**src/rtl/sr_pkg.sv**
```systemverilog
// Shared definitions for the SR-latch write sequencer: FSM state encoding,
// default phase lengths and a small sizing helper.
package sr_pkg;

    // Sequencer states, 3-bit encoding fixed so the state can be read on a probe.
    typedef enum logic [2:0] {
        ST_IDLE   = 3'd0,
        ST_CLEAR  = 3'd1,
        ST_SET    = 3'd2,
        ST_HOLD   = 3'd3,
        ST_VERIFY = 3'd4,
        ST_DONE   = 3'd5
    } state_t;

    // Default number of cycles is0 is held during the clear phase.
    localparam int DEF_CLR_CYCLES   = 1;
    // Default number of cycles s is held during the set phase.
    localparam int DEF_PULSE_CYCLES = 2;

    // Larger of two integers, used to size the shared phase counter.
    function automatic int max_int(input int a, input int b);
        return (a > b) ? a : b;
    endfunction

endpackage

```
**src/rtl/phase_timer.sv**
```systemverilog
// Loadable saturating down-counter. The sequencer reloads it on every state
// transition; tc is high while the count sits at zero, so a load value of
// K-1 makes the phase last exactly K cycles.
module phase_timer #(
    parameter int W = 2
) (
    input  logic         clk,
    input  logic         rst,
    input  logic         i_load,
    input  logic [W-1:0] i_load_val,
    output logic         o_tc
);

    logic [W-1:0] r_count;

    // Count register: reload has priority, otherwise count down and stop at zero.
    always_ff @(posedge clk) begin
        // NOTE: state registers use non-blocking assignments so every flop
        // samples its inputs from before the edge; blocking here would create
        // order-dependent simulation that need not match the synthesized logic.
        if (rst) begin
            r_count <= '0;
        end else if (i_load) begin
            r_count <= i_load_val;
        end else if (r_count != '0) begin
            r_count <= r_count - 1'b1;
        end
    end

    assign o_tc = (r_count == '0);

endmodule

```
**src/rtl/sr_write_sequencer.sv**
```systemverilog
// Write sequencer for a bank of N SR-latch cells. Each write clears the bank
// through is0, pulses s on the bits that must be 1 (r on the others), lets
// the cells settle, then compares the readback against the captured word.
// Drive outputs are Moore-decoded from the state register, which makes the
// s/r exclusivity and the is0-vs-s exclusivity hold by construction.
module sr_write_sequencer
    import sr_pkg::*;
#(
    parameter int N            = 8,
    parameter int CLR_CYCLES   = DEF_CLR_CYCLES,
    parameter int PULSE_CYCLES = DEF_PULSE_CYCLES
) (
    input  logic         clk,
    input  logic         rst,
    input  logic         start,
    input  logic [N-1:0] data,
    input  logic [N-1:0] q_in,
    output logic [N-1:0] s_out,
    output logic [N-1:0] r_out,
    output logic         is0_out,
    output logic         busy,
    output logic         done,
    output logic         error,
    output logic [N-1:0] err_mask
);

    // Counter wide enough for the longer phase, with one spare bit.
    localparam int CNT_W = $clog2(max_int(CLR_CYCLES, PULSE_CYCLES)) + 1;
    localparam logic [CNT_W-1:0] CLR_LOAD   = CNT_W'(CLR_CYCLES - 1);
    localparam logic [CNT_W-1:0] PULSE_LOAD = CNT_W'(PULSE_CYCLES - 1);

    state_t           r_state;
    state_t           w_next_state;
    logic [N-1:0]     r_data_l;
    logic             r_error;
    logic [N-1:0]     r_err_mask;
    logic             w_accept;
    logic             w_tmr_load;
    logic [CNT_W-1:0] w_tmr_val;
    logic             w_tmr_tc;
    logic [N-1:0]     w_mismatch;

    assign w_accept   = (r_state == ST_IDLE) && start;
    assign w_mismatch = r_data_l ^ q_in;

    // Shared phase timer for the CLEAR and SET phases.
    phase_timer #(
        .W (CNT_W)
    ) u_phase_timer (
        .clk        (clk),
        .rst        (rst),
        .i_load     (w_tmr_load),
        .i_load_val (w_tmr_val),
        .o_tc       (w_tmr_tc)
    );

    // State register.
    always_ff @(posedge clk) begin
        if (rst) begin
            r_state <= ST_IDLE;
        end else begin
            r_state <= w_next_state;
        end
    end

    // Next-state logic, timer reload and Moore drive decode.
    always_comb begin
        // NOTE: every signal written here gets a default first; a path that
        // leaves one unassigned would infer a latch.
        w_next_state = r_state;
        w_tmr_load   = 1'b0;
        w_tmr_val    = '0;
        s_out        = '0;
        r_out        = '0;
        is0_out      = 1'b0;
        busy         = 1'b1;
        done         = 1'b0;

        case (r_state)
            ST_IDLE: begin
                busy = 1'b0;
                if (start) begin
                    w_next_state = ST_CLEAR;
                    w_tmr_load   = 1'b1;
                    w_tmr_val    = CLR_LOAD;
                end
            end
            ST_CLEAR: begin
                is0_out = 1'b1;
                if (w_tmr_tc) begin
                    w_next_state = ST_SET;
                    w_tmr_load   = 1'b1;
                    w_tmr_val    = PULSE_LOAD;
                end
            end
            ST_SET: begin
                s_out = r_data_l;
                r_out = ~r_data_l;
                if (w_tmr_tc) begin
                    w_next_state = ST_HOLD;
                    w_tmr_load   = 1'b1;
                end
            end
            ST_HOLD: begin
                w_next_state = ST_VERIFY;
                w_tmr_load   = 1'b1;
            end
            ST_VERIFY: begin
                w_next_state = ST_DONE;
                w_tmr_load   = 1'b1;
            end
            ST_DONE: begin
                done         = 1'b1;
                w_next_state = ST_IDLE;
                w_tmr_load   = 1'b1;
            end
            default: begin
                busy         = 1'b0;
                w_next_state = ST_IDLE;
                w_tmr_load   = 1'b1;
            end
        endcase
    end

    // Write word capture and readback result; results hold until the next accepted start.
    always_ff @(posedge clk) begin
        if (rst) begin
            r_data_l   <= '0;
            r_error    <= 1'b0;
            r_err_mask <= '0;
        end else if (w_accept) begin
            r_data_l   <= data;
            r_error    <= 1'b0;
            r_err_mask <= '0;
        end else if (r_state == ST_VERIFY) begin
            r_error    <= |w_mismatch;
            r_err_mask <= w_mismatch;
        end
    end

    assign error    = r_error;
    assign err_mask = r_err_mask;

endmodule

```
**config.mk**
```make
export PLATFORM = sky130hd
export DESIGN_NAME = sr_write_sequencer
export DESIGN_NICKNAME = d
export VERILOG_FILES = /design/src/rtl/sr_pkg.sv /design/src/rtl/phase_timer.sv /design/src/rtl/sr_write_sequencer.sv
export SDC_FILE = /design/constraint.sdc
export NUM_CORES = 1
export LEC_CHECK = 0
export BUFFER_PORTS_ARGS = -buffer_cell sky130_fd_sc_hd__buf_2
export CELL_PAD_IN_SITES_DETAIL_PLACEMENT = 1
export CELL_PAD_IN_SITES_GLOBAL_PLACEMENT = 1
export CORE_MARGIN = 2
export CORE_UTILIZATION = 34
export CTS_BUF_LIST = sky130_fd_sc_hd__clkbuf_8
export DETAILED_ROUTE_END_ITERATION = 6
export PLACE_DENSITY_LB_ADDON = 0.1
export SYNTH_ARGS = -nofsm -noshare
export SYNTH_HDL_FRONTEND = slang
export SYNTH_SLANG_ARGS = --single-unit
```
**constraint.sdc**
```tcl
create_clock -name clk -period 1.7 [get_ports clk]
set_input_delay 0.17 -clock clk [delete_from_list [all_inputs] [get_ports clk]]
set_output_delay 0.17 -clock clk [all_outputs]
set_load 0.05 [all_outputs]
```
==> flow_summary.toml <==
[logic_synthesis]
yosys_register_bits = 22
synth-xor-area-share = 0.0627
synth_simple_gate_area_frac = 0.308
synthesis.area_sq_um = 1120
ys_top_cells_by_area = "dfxtp_1 39%, nor2_1 7.7%, nand2_1 6.4%, xnor2_1 6.3%, a21oi_1 5.4%"
ys_types = 31
yosysMostFrequentCell = "nor2_1"
postSynthAreaPerCell_sq_um = 8.22
synth_top_area_share = 0.394
synth_compound_area_frac = 0.160
seq_area_frac_synth = 0.394
yosysTopAreaCell = "dfxtp_1"
synth_top_family_by_area = "simple AND/OR/NAND/NOR gates"
yosysWarnings = 0
synth_common_cells = "23 x nor2_1, 22 x dfxtp_1, 19 x nand2_1"
muxShareOfSynthArea = 0.0101
syn_nets = 156
async_flop_share = 0
synth_edf_count = 0
syn_inst = 136
synthFlopType = "dfxtp_1"
synthAdderAreaFrac = 0.0112

[setup_path]
critPathLaunchType = "flop"
crit_arrival_ns = 1.45
r2r-end = "u_phase_timer.r_count[1]"
crit_family = "simple AND/OR/NAND/NOR gates"
max_stage_delay_ns = 0.44
path_cells = "or3_4 > nor2_1 > buf_2"
worst-path-buf-inv = 1
reg2reg_from = "u_phase_timer.r_count[0]"
reg2regPathDepth = 6
end_kind = "output port"
cp_max_fo = 8
critPathKind = "flop to output port"
cp.required_ns = 1.53
rrSetupSlack_ns = 0.23
crit_path_top_delay_cell = "or3_4"

[hold_path]
hold_path_end = "r_data_l[3]"
hold_class = "input port to flop"
min_path_cells = 3
hold_start = "data[3]"

[clocking]
htreeDepth = 1
cts_buffers = 3
cts_tree = "built"
clock-sinks = 22
clockBufferDepth = 2
hold_buffers = 0
clk_pin_slew_worst_paths_ns = 0.08
cts-root-buf = "clkbuf_8"
clk_latency_ns = 0.27

[timing]
finalMaxSlewViolations = 0
period_minus_slack_ns = 1.62
final-hold-violation-count = 0
finClkSkew_ns = 0.00475
period_share = 0.950
rsz0062_at_grt = "false"
relSlewSlack = 0.771
timing.fmax_mhz = 619
setup_violations = 0
worstMarginPinSlew_ns = 0.342

[routing]
viasPerCell = 4.87
firstDrtPassIters = 4
wirelength_um = 3090
antenna_left = 0
drc = 0
num_vias = 1121
drt-wirelength-per-cell_um = 13.4
drt_first_iter_violations = 50

[finish]
area_growth_pct = 36.2
drive_above_1_share = 0.360
fin_cells = 230
final_util = 0.494
antenna_cells = 0
fin_nets = 207

[floorplanning]
die_h_um = 61.3
dieArea_sq_um = 3760
pin_count = 47
coreArea_sq_um = 3080
initial_core_util = 0.363
row_count = 20
die_x_um = 61.3

[power_and_ir_drop]
ir_worst_vdd_mv = 0.750
power.density_nw_per_um2 = 1460
p_leak_uw = 0.000682

[place]
dpl.cell_count = 226
gp_congestion = 0.847
dp_hpwl_um = 2520
portBuffers = 46

[global_routing]
grtUsageTotal = 0.180
antenna_found_initial = 0
grt_overflow_total = 0
grt_pass1_vias = 1103
grt_max_degree = 15
grt_pass1_wl_um = 4980

[run]
cap_violations = 0

[run_status]
outcome = "complete, no violations"
-- tightest hold or removal path: stages --
cell,delay (ns)
buf_2,0.09
nand2_1,0.04
a21oi_1,0.05
-- sequential cells by signal (all words and copies together), names as in the netlist --
name and flops:
error 1, u_phase_timer.r_count 2, r_state 3, err_mask 8
r_data_l 8
-- worst max-delay path by stage --
stage / from / endpoint / depth (start not counted)
floorplan: r_state[1] / r_out[0] / 5
global placement: r_state[2] / r_out[5] / 3
finish: r_state[2] / r_out[1] / 3
detailed placement: r_state[2] / r_out[5] / 3
CTS: r_state[2] / s_out[5] / 5
global route: r_state[2] / s_out[4] / 5
-- cells by family (layout without fill, tap and decap cells) --
family                   Yosys count  in the layout
AO/OA/AOI/OAI                     28             28
XOR/XNOR                           8              8
adder cells (fa/ha/maj)            1              1
buffers and inverters             10             60
flip-flops                        22             22
multiplexers                       1              1
AND/OR/NAND/NOR                   66             66
-- power breakdown --
group	internal (uW)	switching, uW
Combinational	409	755
Sequential	597	78.8
Clock	207	176
-- placed cells by master, fill, tap and decap left out, drive strengths merged, types with 2 or more instances in the layout --
cell / count
dfxtp: 22
nor2: 23
inv: 3
clkbuf: 4
nand2: 19
o21a: 2
buf: 53
and2: 8
a211oi: 7
o21ai: 3
xnor2: 8
nor3: 6
a21oi: 12
-- layer usage --
layer  GRT usage  vias up  share of wire
met5           0        -              0
met4      0.0652        0          0.014
met3      0.0336        5          0.032
met2       0.299       23           0.51
met1       0.232      531           0.45
li1            -      562              -
-- through the flow --
| step | hold slack (ns) | cell area (sq um) | power (uW) | worst slack [ns] | TNS [ns] |
|---|---|---|---|---|---|
| after global routing | 0.143 | 1520 | 2360 | 0.0153 | 0 |
| after CTS | 0.136 | 1510 | 2230 | 0.00252 | 0 |
| after detailed placement | 0.421 | 1410 | 1810 | 0.198 | 0 |
| after floorplan | 0.240 | 1120 | 1530 | -0.160 | -1.30 |
| final | 0.140 | 1520 | 2220 | 0.0847 | 0 |
| after global placement | 0.411 | 1410 | 1780 | 0.252 | 0 |
-- timing repair --
item | 4_1_cts | 5_1_grt
setup buffers | 0 | 0
endpoints found under the setup margin | 16 | 11
gates resized for setup | 16 | 5
-- layout make-up --
| cell class | instances | area [sq um] |
|---|---|---|
| repair buffers | 53 | 330 |
| fillers | 401 | 1560 |
| well taps | 44 | 55.1 |
| inverters | 3 | 11.3 |
| flip-flops and latches | 22 | 443 |
| multi-input cells | 104 | 627 |
| clock buffers | 4 | 55.1 |
Note: power is estimated with default switching activity, not from simulation.
